==> config.mk <==
export PLATFORM = sky130hd
export DESIGN_NAME = imm_encoder_flat
export DESIGN_NICKNAME = d
export VERILOG_FILES = /design/src/rtl/imm_encoder_if.sv /design/src/rtl/imm_encoder.sv /design/src/flat_wrapper.sv
export SDC_FILE = /design/constraint.sdc
export NUM_CORES = 1
export LEC_CHECK = 0
export ABC_AREA = 1
export CAP_MARGIN = 20
export CORE_MARGIN = 4
export CORE_UTILIZATION = 42
export CTS_CLUSTER_SIZE = 12
export DETAILED_ROUTE_END_ITERATION = 8
export GPL_TIMING_DRIVEN = 0
export PLACE_DENSITY = 0.76
export SYNTH_ARGS = -nofsm -noshare
export SYNTH_HDL_FRONTEND = slang
export SYNTH_SLANG_ARGS = --single-unit
==> constraint.sdc <==
create_clock -name clk -period 2.5 [get_ports clk]
set_clock_uncertainty 0.2 [all_clocks]
set_input_delay 0.5 -clock clk [delete_from_list [all_inputs] [get_ports clk]]
set_output_delay 0.5 -clock clk [all_outputs]
set_load 0.01 [all_outputs]
==> src/rtl/imm_encoder_if.sv <==
// Request/response bundle for imm_encoder: field-level request channel plus
// the encoded-word response channel, each with its own valid/ready pair.
interface imm_encoder_if;
  logic        in_valid;
  logic        in_ready;
  logic [2:0]  fmt;
  logic [6:0]  opcode;
  logic [4:0]  rd;
  logic [4:0]  rs1;
  logic [4:0]  rs2;
  logic [2:0]  funct3;
  logic [31:0] imm;
  logic        out_valid;
  logic        out_ready;
  logic [31:0] out_instr;
  logic        out_err;

  modport master (
    output in_valid, fmt, opcode, rd, rs1, rs2, funct3, imm, out_ready,
    input  in_ready, out_valid, out_instr, out_err
  );

  modport slave (
    input  in_valid, fmt, opcode, rd, rs1, rs2, funct3, imm, out_ready,
    output in_ready, out_valid, out_instr, out_err
  );
endinterface

==> src/rtl/imm_encoder.sv <==
// Two-stage RV32I instruction packer: S1 registers fields and range-checks the
// immediate, S2 registers the packed word. Statistics under IMM_ENCODER_STATS_EN.
module imm_encoder #(
  parameter logic [31:0] NOP_WORD = 32'h0000_0013,
  parameter int          STAT_W   = 16
) (
  input  logic              clk,
  input  logic              rst_n,
  imm_encoder_if.slave      bus,
  output logic [STAT_W-1:0] stat_count,
  output logic [STAT_W-1:0] stat_errs
);

  localparam logic [2:0] FMT_I = 3'b000;
  localparam logic [2:0] FMT_S = 3'b001;
  localparam logic [2:0] FMT_B = 3'b010;
  localparam logic [2:0] FMT_U = 3'b011;
  localparam logic [2:0] FMT_J = 3'b100;

  logic        s1_valid, s2_valid;
  logic        s1_adv, s2_adv;
  logic        req_err, s1_err;
  logic [2:0]  s1_fmt;
  logic [6:0]  s1_opcode;
  logic [4:0]  s1_rd, s1_rs1, s1_rs2;
  logic [2:0]  s1_funct3;
  logic [31:0] s1_imm;
  logic [31:0] packed_word;
  logic [31:0] instr_q;
  logic        err_q;

  // Backpressure ripples combinationally from out_ready so a full pipe still
  // accepts a new request in the same cycle it delivers one.
  assign s2_adv       = !s2_valid || bus.out_ready;
  assign s1_adv       = !s1_valid || s2_adv;
  assign bus.in_ready = s1_adv;
  assign bus.out_valid = s2_valid;
  assign bus.out_instr = instr_q;
  assign bus.out_err   = err_q;

  // NOTE: every variable assigned in always_comb gets a default first, so no
  // path leaves it unassigned and no latch is inferred.
  always_comb begin
    req_err = 1'b1;
    case (bus.fmt)
      FMT_I, FMT_S: req_err = !((&bus.imm[31:11]) || !(|bus.imm[31:11]));
      FMT_B:        req_err = !((&bus.imm[31:12]) || !(|bus.imm[31:12])) || bus.imm[0];
      FMT_U:        req_err = |bus.imm[11:0];
      FMT_J:        req_err = !((&bus.imm[31:20]) || !(|bus.imm[31:20])) || bus.imm[0];
      default:      req_err = 1'b1;
    endcase
  end

  always_comb begin
    packed_word = NOP_WORD;
    case (s1_fmt)
      FMT_I: packed_word = {s1_imm[11:0], s1_rs1, s1_funct3, s1_rd, s1_opcode};
      FMT_S: packed_word = {s1_imm[11:5], s1_rs2, s1_rs1, s1_funct3, s1_imm[4:0], s1_opcode};
      FMT_B: packed_word = {s1_imm[12], s1_imm[10:5], s1_rs2, s1_rs1, s1_funct3,
                            s1_imm[4:1], s1_imm[11], s1_opcode};
      FMT_U: packed_word = {s1_imm[31:12], s1_rd, s1_opcode};
      FMT_J: packed_word = {s1_imm[20], s1_imm[10:1], s1_imm[11], s1_imm[19:12],
                            s1_rd, s1_opcode};
      default: packed_word = NOP_WORD;
    endcase
  end

  // NOTE: sequential state uses non-blocking assignments so every flop samples
  // the pre-edge values, independent of statement order.
  always_ff @(posedge clk) begin
    if (!rst_n) begin
      s1_valid <= 1'b0;
      s2_valid <= 1'b0;
      instr_q  <= '0;
      err_q    <= 1'b0;
    end else begin
      if (s1_adv) s1_valid <= bus.in_valid;
      if (s2_adv) s2_valid <= s1_valid;
      if (s2_adv && s1_valid) begin
        instr_q <= s1_err ? NOP_WORD : packed_word;
        err_q   <= s1_err;
      end
    end
  end

  // NOTE: the S1 payload is qualified by s1_valid, so it carries no reset and
  // its stale contents after reset are never observed.
  always_ff @(posedge clk) begin
    if (s1_adv && bus.in_valid) begin
      s1_fmt    <= bus.fmt;
      s1_opcode <= bus.opcode;
      s1_rd     <= bus.rd;
      s1_rs1    <= bus.rs1;
      s1_rs2    <= bus.rs2;
      s1_funct3 <= bus.funct3;
      s1_imm    <= bus.imm;
      s1_err    <= req_err;
    end
  end

`ifdef IMM_ENCODER_STATS_EN
  logic out_fire;
  assign out_fire = s2_valid && bus.out_ready;

  always_ff @(posedge clk) begin
    if (!rst_n) begin
      stat_count <= '0;
      stat_errs  <= '0;
    end else if (out_fire) begin
      if (!(&stat_count))        stat_count <= stat_count + 1'b1;
      if (err_q && !(&stat_errs)) stat_errs <= stat_errs + 1'b1;
    end
  end
`else
  assign stat_count = '0;
  assign stat_errs  = '0;
`endif

endmodule

==> src/flat_wrapper.sv <==
// flat-port wrapper written by rule: the top's interface ports become plain ports
module imm_encoder_flat 
#(
  parameter logic [31:0] NOP_WORD = 32'h0000_0013,
  parameter int          STAT_W   = 16
)
  (clk, rst_n, stat_count, stat_errs, bus_in_valid, bus_fmt, bus_opcode, bus_rd, bus_rs1, bus_rs2, bus_funct3, bus_imm, bus_out_ready, bus_in_ready, bus_out_valid, bus_out_instr, bus_out_err);
  imm_encoder_if bus_i ();
  input  logic clk;
  input  logic rst_n;
  output logic [STAT_W-1:0] stat_count;
  output logic [STAT_W-1:0] stat_errs;
  input wire logic [$bits(bus_i.in_valid)-1:0] bus_in_valid;
  input wire logic [$bits(bus_i.fmt)-1:0] bus_fmt;
  input wire logic [$bits(bus_i.opcode)-1:0] bus_opcode;
  input wire logic [$bits(bus_i.rd)-1:0] bus_rd;
  input wire logic [$bits(bus_i.rs1)-1:0] bus_rs1;
  input wire logic [$bits(bus_i.rs2)-1:0] bus_rs2;
  input wire logic [$bits(bus_i.funct3)-1:0] bus_funct3;
  input wire logic [$bits(bus_i.imm)-1:0] bus_imm;
  input wire logic [$bits(bus_i.out_ready)-1:0] bus_out_ready;
  output wire logic [$bits(bus_i.in_ready)-1:0] bus_in_ready;
  output wire logic [$bits(bus_i.out_valid)-1:0] bus_out_valid;
  output wire logic [$bits(bus_i.out_instr)-1:0] bus_out_instr;
  output wire logic [$bits(bus_i.out_err)-1:0] bus_out_err;
  assign bus_i.in_valid = bus_in_valid;
  assign bus_i.fmt = bus_fmt;
  assign bus_i.opcode = bus_opcode;
  assign bus_i.rd = bus_rd;
  assign bus_i.rs1 = bus_rs1;
  assign bus_i.rs2 = bus_rs2;
  assign bus_i.funct3 = bus_funct3;
  assign bus_i.imm = bus_imm;
  assign bus_i.out_ready = bus_out_ready;
  assign bus_in_ready = bus_i.in_ready;
  assign bus_out_valid = bus_i.out_valid;
  assign bus_out_instr = bus_i.out_instr;
  assign bus_out_err = bus_i.out_err;
  imm_encoder #(.NOP_WORD(NOP_WORD), .STAT_W(STAT_W)) u_core (.clk(clk), .rst_n(rst_n), .bus(bus_i), .stat_count(stat_count), .stat_errs(stat_errs));
endmodule
# [After elaboration in Yosys (flattened, before gate mapping)]
# Index checks and enable logic that the tools add are counted.
[totals] out_inout_bits=67 inputBits=64 mem_count=0 mem_bits_rw=0 elab_cells=50 mem_bits_ro=0 latchBits=0 reg_bits=96
[op_classes] mux=3 n_eq_ne=8 n_bitwise=0 mul=0 n_shift=0 reduce_logical=27 magnitude_cmp=0 div=0 n_addsub=0
[ops] op="$pmux 32 s5" count=1
[ops] op="$mux 32" count=1
[ops] op="$reduce_or 12->1" count=2
[ops] op="$reduce_and 21->1" count=1
[ops] op="$reduce_or 21->1" count=1
[ops] op="$reduce_and 20->1" count=1
[ops] op="$reduce_or 20->1" count=1
[ops] op="$eq 3x2->1 const B" count=4
[ops] op="$reduce_and 12->1" count=1
[ops] op="$logic_not 1->1" count=8
[ops] op="$logic_or 1x1->1" count=7
[ops] op="$eq 3x1->1 const B" count=2
[ops] op="$eq 3x3->1 const B" count=2
[ops] op="$logic_not 3->1" count=2
[ops] op="$pmux 1 s4" count=1
[ops] op="$logic_and 1x1->1" count=2
[ops] op="$reduce_or 2->1" count=1

# [Logic depth before layout (Yosys ltp)]
# Gate-level depths: netlist of run 1.
[depth] depth_word=6 mapped_depth=10 ltp_nobuf=10

# [Worst setup path after synthesis of run 1]
# OpenSTA, ideal clock, no wires.
[synth_path] path_type="input -> register" start="in bus_out_ready" end="reg u_core.s1_err, enable pin" required_time_ns=1.885 cell_stages=4 t_arrival_ns=2.005 setup_time_ns=0.415 slack_ns=-0.120 path_buffers=0 path_cell_list="inv_1 nand3_1 nand2_1 inv_1"
[synth_via] elab_chain_len=3
[synth_rtl] element="start, declared" line_no="flat_wrapper.sv:21" text="input wire logic [$bits(bus_i.out_ready)-1:0] bus_out_ready;"
[synth_rtl] element="$logic_or 1x1->1" line_no="imm_encoder.sv:34" text="assign s2_adv = !s2_valid || bus.out_ready;"
[synth_rtl] element="$logic_or 1x1->1" line_no="imm_encoder.sv:35" text="assign s1_adv = !s1_valid || s2_adv;"
[synth_rtl] element="via bus_in_ready" line_no="flat_wrapper.sv:22" text="output wire logic [$bits(bus_i.in_ready)-1:0] bus_in_ready;"
[synth_rtl] element="$logic_and 1x1->1" line_no="imm_encoder.sv:89" text="if (s1_adv && bus.in_valid) begin"
[synth_rtl] element="end signal, assigned" line_no="imm_encoder.sv:97" text="s1_err <= req_err;"
[synth_rtl] element="end, declared" line_no="imm_encoder.sv:22" text="logic req_err, s1_err;"
# The timed path passes the listed nets, and every way through them passes these cells.
# A chain may end at the register's enable or synchronous reset.

# [Worst setup path in the final report of run 1]
[layout_path] start="in bus_out_ready" end="out bus_in_ready"
[layout_via] elab_chain_len=2
[layout_rtl] element="$logic_or 1x1->1" line_no="imm_encoder.sv:34"
[layout_rtl] element="$logic_or 1x1->1" line_no="imm_encoder.sv:35"
[layout_rtl] element="end, declared" line_no="flat_wrapper.sv:22"
# No other way between the ends.

==> key figures, run 1 <==
Drt
  • Vias: 3365
  • DR DRC count: 0
  • Routed Antenna Nets: 0
  • Per-cell routed wire length: 12.81 um
  • Initial DRC Count: 257
  • Pre-Repair DR Iteration Count: 5
  • Via density: 4.641
  • WL final: 9284 um

Global route
  • Initial antenna violation count: 0
  • Largest net degree at the start of global routing: 37
  • Congestion Overflow GR: 0
  • GR Layer Usage met3: 3.492%
  • Met1 usage: 20.00%
  • GR peak layer: met2
  • GR Util All Layers: 16.08%
  • Grt met2 use: 26.76%
  • First-pass GRT wire length: 14530 um
  • Vias in the first global route: 3241

STA
  • RSZ-0062 raised after global routing: false
  • Worst-Margin Slew: 660.7 ps
  • Max-slew violations: 0
  • Fin crit period: 2413 ps
  • Fin. Hold Viols: 0
  • Min Hold Slack: 266.7 ps
  • # setup viols final: 0
  • Final critical-path share of the clock period: 96.53%
  • Max_slew headroom: 55.95%
  • Fmax: 414.4 MHz

Clock tree
  • Clock latency on the worst-skew pair: 350 ps
  • Post-CTS Resized: 0
  • Cts bufs inserted: 9
  • CTS tree: yes
  • H-tree Lvls: 3
  • Clk buf depth: 2
  • Clk sinks: 96
  • Reg clk slew, reported paths: 90 ps
  • Post-CTS Setup Bufs: 0
  • Clock root buffer: clkbuf_8
  • Hold Buf Count CTS: 0

Floorplanning
  • Die W: 107.2 um
  • Starting Density: 43.91%
  • # rows: 35
  • Total core area: 9415 um2
  • Die Span Y: 107.2 um
  • Top-level I/O count: 131
  • Die Area: 11490 um2

Logic synthesis
  • Avg Cell Area, Syn: 9.187 um2
  • Cells after Synth: 450
  • Synth top area cells: edfxtp_1 (44%), dfxtp_1 (17%), nand2_1 (16%)
  • Synth area leader: edfxtp_1
  • Synthesized cell area: 4134 um2
  • Yosys cell types: 19
  • Synth top area share: 44.31%
  • Register bit count reported by yosys: 96
  • YS warnings: 0
  • Register area share after synthesis: 61.26%

Place
  • DP Wirelength: 7252 um
  • Final Wtd Congestion: 0.8813
  • IO Port Bufs: 98

Layout
  • Most common cell after layout, fill and taps aside: nand2_1
  • Nets@finish: 655
  • Ant. Diodes: 0
  • Area Overhead vs Synth: 36.26%
  • Multi-input logic area: 1304 um2
  • FF/Latch Area: 2532 um2
  • Fillers: 833
  • Share of post-route cells with drive strength above 1: 10.23%
  • Most frequent cells in the layout: nand2_1 (180), clkdlybuf4s50_1 (98), edfxtp_1 (61)

Power
  • PwrDens: 574.2 nW/um2
  • Max VDD drop: 308.6 uV
  • Total power: 0.003235 W
  • Sequential power share: 55.4%
  • Leakage: 2.281 nW
  • Internal power: 0.002485 W
  • Comb pwr share: 12.1%
  • Sw Pwr: 0.0007499 W
  • Clock share of power: 32.5%
  • Switching part of the total: 23.18%

Critical path
  • R2R cell count: 4
  • CP Launch Type: input pin
  • Setup crit end kind: primary output
  • Top cell by count, worst path: clkdlybuf4s50_1
  • R2R Setup Slk: 410 ps
  • Data arrival, critical path: 1710 ps
  • Slowest CP cell: clkdlybuf4s50_1
  • Worst r2r src: u_core.bus.out_valid
  • Setup CP Type: in -> out
  • CP required: 1800 ps
  • CP max stage delay: 550 ps
  • RR Endpoint: u_core.s1_imm[11]
  • Crit-path cells: clkdlybuf4s50_1 > inv_1 > nand3_1 > clkdlybuf4s50_1
  • Max FO, Critical Path: 3

Hold path
  • Worst hold path type: reg -> reg
  • HP Start: u_core.bus.out_instr[3]
  • Hold EP: u_core.bus.out_instr[3]
  • Min-Delay Path Depth: 2

Flow run
  • Maxcap violations: 0

Status
  • Outcome: complete, no violations
final cells by class:
class                      count  share of cell area (%)
multi-input combinational    315                   23.15
inverter                      27                   1.866
sequential                    96                   44.96
timing repair buffer          99                   17.77
tap                          129                   2.865
buffer                        43                   5.553
clock inverter                 5                   1.133
clock buffer                  11                   2.710
layer usage:
metal	part of all wire, %	vias up
met4	2.7	0
met1	42	1535
met5	0	-
met3	7.2	18
met2	48	137
li1	-	1675
power by group through the flow:
stage / Clock, W / Sequential, W / Combinational, W
final: 0.00105 / 0.00179 / 0.000392
after global routing: 0.00113 / 0.00180 / 0.000432
after CTS: 0.00107 / 0.00179 / 0.000391
after detailed placement: 0 / 0.00183 / 0.000390
after global placement: 0 / 0.00183 / 0.000378
after floorplan: 0 / 0.00183 / 0.000196
worst max-delay path: cells and delay by family:
family / cells / cell delay, ps
and+or+nand+nor: 1 / 120
buffers and inverters: 3 / 1090
state kept, by name, indices dropped and copies added (netlist names):
name                  count
u_core.s1_rd              5
u_core.bus.out_valid      1
u_core.s1_imm            32
u_core.s1_rs1             5
u_core.s1_funct3          3
u_core.s1_err             1
u_core.s1_fmt             3
u_core.bus.out_instr     32
u_core.s1_rs2             5
u_core.bus.out_err        1
u_core.s1_valid           1
u_core.s1_opcode          7
stage by stage:
step / utilization, % / setup TNS [ps] / instance area (um2) / worst slack (ps) / instances
2_1_floorplan: - / 0 / 4254 / 96.82 / 481
3_3_place_gp: 57.32 / -40600 / 5396 / -668.9 / 708
5_1_grt: 59.83 / 0 / 5633 / 32.84 / 725
4_1_cts: 59.83 / 0 / 5633 / 69.01 / 725
3_5_place_dp: 57.53 / -8190 / 5416 / -227.6 / 709
6_report: 59.83 / 0 / 5633 / 86.87 / 725
cells by family after synthesis:
logic type / synth area share [%]
buffers and inverters: 10.02
DFF: 61.26
other: 0.09071
AOI/OAI and AO/OA: 5.902
and+or+nand+nor: 22.73
how the worst max path moves through the flow:
stage                     slack, ps          start  cells past startpoint           endpoint
after CTS                        70  bus_out_ready                      4       bus_in_ready
after global routing             30  bus_out_ready                      4       bus_in_ready
after detailed placement       -230  bus_out_ready                      6  u_core.s1_imm[25]
after global placement         -670  bus_out_ready                      5  u_core.s1_imm[27]
after floorplan                 100  bus_out_ready                      4      u_core.s1_err
final                            90  bus_out_ready                      4       bus_in_ready
synthesized netlist by cell type, drive strengths merged:
cell,instances
clkbuf,5
conb,1
o21ai,7
inv,27
buf,38
nand3,12
nor3,1
dfxtp,35
edfxtp,61
a21oi,38
nand2,181
nand4,5
nor2,39
Power figures use the tool's default switching activity.
==> run 2, diff against run 1 <==
--- a/config.mk
+++ b/config.mk
@@ -13,6 +13,7 @@
 export DETAILED_ROUTE_END_ITERATION = 8
 export GPL_TIMING_DRIVEN = 0
 export PLACE_DENSITY = 0.76
+export REMOVE_ABC_BUFFERS = 1
 export SYNTH_ARGS = -nofsm -noshare
 export SYNTH_HDL_FRONTEND = slang
 export SYNTH_SLANG_ARGS = --single-unit
==> run 2 against run 1 <==
  * Sequential share of layout area up 2.6 points
  * Total power fell by 3.0%
  * Clock power shrank 5%
  * Design area decreased by 5.6%
  * First-iteration DRC count decreased by 28%
  * Critical path depth unchanged
  * Final cell count is 5.9% lower
  * Sequential power is essentially flat
  * Wire length fell by 0.80%
  * Maximum frequency is 0.14% higher
  * Non-clock buffer count decreased by 42
  * Count of clock-buffer cells in the layout fell by 1
  * Critical path type unchanged
  * Critical endpoint unchanged
==> key figures, run 2 (same netlist as run 1, synthesis figures left out) <==
STA
  • # setup viols final: 0
  • Fin. Hold Viols: 0
  • Fin crit period: 2410 ps
  • Fmax: 415.0 MHz
  • Max-slew violations: 0
  • Max_slew headroom: 31.53%
  • Final critical-path share of the clock period: 96.39%
  • RSZ-0062 raised after global routing: false
  • Fin worst setup slack: 90.16 ps
  • Worst-Margin Slew: 1026 ps

Clock tree
  • Post-CTS Resized: 0
  • Cts bufs inserted: 9
  • H-tree Lvls: 3
  • Reg clk slew, reported paths: 90 ps
  • CTS tree: yes
  • Hold Buf Count CTS: 0
  • Clock latency on the worst-skew pair: 350 ps
  • Clk sinks: 96
  • Post-CTS Setup Bufs: 0
  • Clock root buffer: clkbuf_8
  • Clk buf depth: 2

Global route
  • Congestion Overflow GR: 0
  • Initial antenna violation count: 0
  • GR Util All Layers: 15.81%
  • Largest net degree at the start of global routing: 37
  • Vias in the first global route: 2893
  • First-pass GRT wire length: 14180 um

Layout
  • Fillers: 818
  • Share of post-route cells with drive strength above 1: 4.159%
  • Ant. Diodes: 0
  • Most frequent cells in the layout: nand2_1 (180), clkdlybuf4s50_1 (98), edfxtp_1 (61)
  • Fin cells: 682
  • Area Overhead vs Synth: 28.69%
  • Most common cell after layout, fill and taps aside: nand2_1
  • Nets@finish: 613

Critical path
  • CP required: 1800 ps
  • Setup CP Type: in -> out
  • Setup crit end kind: primary output
  • Crit path to: bus_in_ready
  • RR Endpoint: u_core.bus.out_instr[18]
  • Data arrival, critical path: 1710 ps
  • Crit. Startpoint: bus_out_ready
  • CP Launch Type: input pin
  • Max FO, Critical Path: 3
  • Worst r2r src: u_core.s1_fmt[1]
  • R2R Setup Slk: 410 ps
  • R2R cell count: 5

Floorplanning
  • Die Span Y: 107.2 um
  • Total core area: 9415 um2
  • Die Area: 11490 um2
  • Die W: 107.2 um
  • Starting Density: 43.91%
  • # rows: 35
  • Top-level I/O count: 131

Place
  • Final Wtd Congestion: 0.8460
  • DP Wirelength: 6622 um
  • DP Worst Slack: -193.2 ps
  • IO Port Bufs: 98
  • Inst Count DP: 666

Power
  • Max VDD drop: 314.0 uV
  • Leakage: 2.077 nW
  • PwrDens: 589.6 nW/um2

Drt
  • Pre-Repair DR Iteration Count: 4
  • Vias: 3122
  • Routed Antenna Nets: 0
  • WL final: 9210 um
  • Per-cell routed wire length: 13.50 um
  • DR DRC count: 0
  • Via density: 4.578
  • Initial DRC Count: 184

Hold path
  • Min-Delay Path Depth: 2
  • Worst hold path type: reg -> reg

Status
  • Outcome: complete, no violations

Flow run
  • Maxcap violations: 0
## run 2: worst min-delay path by stage
stage / from / slack [ps] / endpoint
6_report: u_core.bus.out_instr[10] / 270 / u_core.bus.out_instr[10]
5_1_grt: u_core.bus.out_instr[19] / 290 / u_core.bus.out_instr[19]
4_1_cts: u_core.bus.out_instr[12] / 270 / u_core.bus.out_instr[12]
3_5_place_dp: u_core.bus.out_instr[12] / 260 / u_core.bus.out_instr[12]
3_3_place_gp: u_core.bus.out_err / 250 / u_core.bus.out_err
2_1_floorplan: u_core.s1_opcode[2] / 280 / u_core.bus.out_instr[2]
## run 2: layout make-up
cell class	count	area (um2)	area share, %
clock buffers	10	137.6	2.587
clock inverters	5	55.05	1.035
flip-flops and latches	96	2532	47.60
repair buffers	100	1028	19.33
multi-input cells	315	1304	24.51
inverters	27	101.3	1.905
well taps	129	161.4	3.034
## run 2: per-stage QoR
| step | area (um2) | util (%) | hold slack [ps] | power, W | TNS, ps |
|---|---|---|---|---|---|
| 2_1_floorplan | 3938 | - | 275.1 | 0.001978 | -7325 |
| 3_3_place_gp | 5080 | 53.95 | 251.5 | 0.002162 | -64760 |
| 5_1_grt | 5320 | 56.51 | 290.0 | 0.003274 | 0 |
| 6_report | 5320 | 56.51 | 267.2 | 0.003137 | 0 |
| 4_1_cts | 5293 | 56.21 | 272.6 | 0.003157 | 0 |
| 3_5_place_dp | 5100 | 54.17 | 258.6 | 0.002173 | -6895 |
## run 2: power breakdown
part / total, W / internal, W / switching [W]
Combinational: 0.000348 / 0.000158 / 0.000191
Clock: 0.000994 / 0.000483 / 0.000511
Sequential: 0.00179 / 0.00176 / 0.0000308
## run 2: layer usage
layer	up-vias	global-route usage (%)	share of wire, %
li1	1583	-	-
met1	1417	20.39	41
met2	109	26.23	50
met3	13	3.010	6.7
met4	0	6.210	1.9
met5	-	0	0
## run 2: critical path, cell delays in order
cell and delay [ps]:
clkdlybuf4s50_1 460, inv_1 80, nand3_1 120, clkdlybuf4s50_1 560
==> run 3, diff against run 2 <==
--- a/config.mk
+++ b/config.mk
@@ -14,6 +14,7 @@
 export GPL_TIMING_DRIVEN = 0
 export PLACE_DENSITY = 0.76
 export REMOVE_ABC_BUFFERS = 1
+export SETUP_SLACK_MARGIN = 0.2
 export SYNTH_ARGS = -nofsm -noshare
 export SYNTH_HDL_FRONTEND = slang
 export SYNTH_SLANG_ARGS = --single-unit
==> run 3 against run 2 <==
  * Core utilization is 0.080 points higher
  * Clock power barely moved
  * Via count grew 1.2%
  * Critical path depth increased by 3
  * Largest cell class unchanged
  * Combinational power about the same
  * Non-clock buffer count did not move
  * Total power is 0.11% higher
  * Register-to-register slack worse by 60 ps
  * First-iteration DRC count decreased by 0.54%
  * Flip-flop and latch count stayed put
  * Sequential share of layout area fell by 0.067 points
==> key figures, run 3 (same netlist as run 1, synthesis figures left out) <==
Layout
  • Share of post-route cells with drive strength above 1: 4.332%
  • Most frequent cells in the layout: nand2_1 (180), clkdlybuf4s50_1 (97), edfxtp_1 (61)
  • Ant. Diodes: 0
  • Nets@finish: 614
  • Fin area: 5328 um2
  • Most common cell after layout, fill and taps aside: nand2_1
  • Area Overhead vs Synth: 28.87%
  • Fin cells: 683

Critical path
  • Top delay family on crit path: simple AND/OR/NAND/NOR gates
  • Buf/Inv on CP: 2
  • CP required: 2580 ps
  • R2R Setup Slk: 350 ps
  • Slowest CP cell: nor2_2
  • Setup CP Type: in -> reg
  • Data arrival, critical path: 2340 ps
  • Crit-path cells: clkdlybuf4s50_1 > inv_1 > a21oi_4 > o21ai_2 > nor2_2 > nand2_1 > a21oi_1
  • RR Endpoint: u_core.bus.out_instr[19]
  • Max FO, Critical Path: 16
  • R2R cell count: 5
  • Worst r2r src: u_core.s1_fmt[1]
  • Crit path to: u_core.bus.out_instr[19]
  • Critical path depth: 7
  • CP max stage delay: 680 ps
  • CP Launch Type: input pin
  • Setup crit end kind: flip-flop
  • Crit. Startpoint: bus_out_ready

STA
  • Worst-Margin Slew: 1021 ps
  • Max_slew headroom: 31.85%
  • Min Hold Slack: 267.6 ps
  • Fin crit period: 2258 ps
  • Fmax: 442.9 MHz
  • Fin. Hold Viols: 0
  • RSZ-0062 raised after global routing: true
  • # setup viols final: 0
  • Max-slew violations: 0
  • Final critical-path share of the clock period: 90.31%

Power
  • Sequential power share: 57.1%
  • Total power: 0.003140 W
  • Leakage: 2.077 nW
  • Internal power: 0.002404 W
  • Sw Pwr: 0.0007361 W
  • PwrDens: 589.4 nW/um2
  • Switching part of the total: 23.44%
  • Max VDD drop: 316.9 uV
  • Comb pwr share: 11.2%
  • Clock share of power: 31.7%

Clock tree
  • Clock root buffer: clkbuf_8
  • Cts bufs inserted: 9
  • Hold Buf Count CTS: 0
  • Reg clk slew, reported paths: 90 ps
  • Clk buf depth: 2
  • Clock latency on the worst-skew pair: 350 ps
  • Clk sinks: 96
  • H-tree Lvls: 3
  • CTS tree: yes

Global route
  • Met1 usage: 20.39%
  • Congestion Overflow GR: 0
  • Largest net degree at the start of global routing: 37
  • GR peak layer: met2
  • Grt met2 use: 26.36%
  • Vias in the first global route: 2903
  • GR Layer Usage met3: 3.010%
  • First-pass GRT wire length: 14210 um
  • Initial antenna violation count: 0
  • GR Util All Layers: 15.85%

Place
  • Area after DPL: 5100 um2
  • Inst Count DP: 666
  • DP Wirelength: 6622 um
  • Final Wtd Congestion: 0.8460
  • IO Port Bufs: 98

Hold path
  • Worst hold path type: reg -> reg
  • HP Start: u_core.bus.out_instr[10]

Drt
  • DR DRC count: 0
  • WL final: 9458 um
  • Initial DRC Count: 183
  • Vias: 3159
  • Pre-Repair DR Iteration Count: 5
  • Via density: 4.625
  • Routed Antenna Nets: 0
  • Per-cell routed wire length: 13.85 um

Floorplanning
  • # rows: 35
  • Starting Density: 43.91%
  • Die W: 107.2 um
  • Top-level I/O count: 131
  • Die Span Y: 107.2 um
  • Die Area: 11490 um2
  • Total core area: 9415 um2

Flow run
  • Maxcap violations: 0

Status
  • Outcome: complete, no violations
run 3: cell types whose count changed in the layout (fill, tap and decap cells not counted), sizes merged:
cell,delta
clkdlybuf4s50,-1
dlygate4sd2,+1
nor2,+1
run 3: worst min path at each step:
stage / endpoint / cells after the start / slack [ps]
floorplan: u_core.bus.out_instr[2] / 2 / 280
global placement: u_core.bus.out_err / 2 / 250
detailed placement: u_core.bus.out_instr[12] / 2 / 260
CTS: u_core.bus.out_instr[12] / 2 / 270
global route: u_core.bus.out_instr[19] / 2 / 290
finish: u_core.bus.out_instr[10] / 2 / 270
run 3: final cells by class:
cell class,count,area [um2]
clock buffer,10,137.6
clock inverter,5,55.05
fill,818,4088
inverter,27,103.9
multi-input combinational,316,1310
sequential,96,2532
tap,129,161.4
timing repair buffer,100,1027
run 3: what timing repair did:
action                                  4_1_cts  5_1_grt
resized for setup                             2        0
endpoints found under the setup margin       20       16
pin swaps                                     0        0
gates cloned                                  0        1
buffers inserted                              0        0
endpoints found under the hold margin         0        0
run 3: routing by layer:
metal,up-vias,routed length (um)
met2,109,4729
met5,-,0
met4,0,172
li1,1589,-
met3,13,563
met1,1448,3993
run 3: tightest hold or removal path: stages (launching register included):
cell and delay [ps]:
dfxtp_1 320, nand2_1 60, a21oi_1 50
run 3: metrics by stage:
stage                     util, %  setup slack (ps)  setup TNS [ps]
after detailed placement    54.17            -193.2           -6895
after floorplan                 -            -120.1           -7325
after global placement      53.95             -1061          -64760
after CTS                   56.23             281.6               0
final                       56.58             242.2               0
after global routing        56.58             175.6               0
run 3: power groups by stage:
stage	clock [W]	combinational, W	sequential (W)
2_1_floorplan	0	0.000147	0.00183
5_1_grt	0.00109	0.000388	0.00180
4_1_cts	0.00102	0.000345	0.00179
3_5_place_dp	0	0.000343	0.00183
3_3_place_gp	0	0.000332	0.00183
6_report	0.000995	0.000351	0.00179
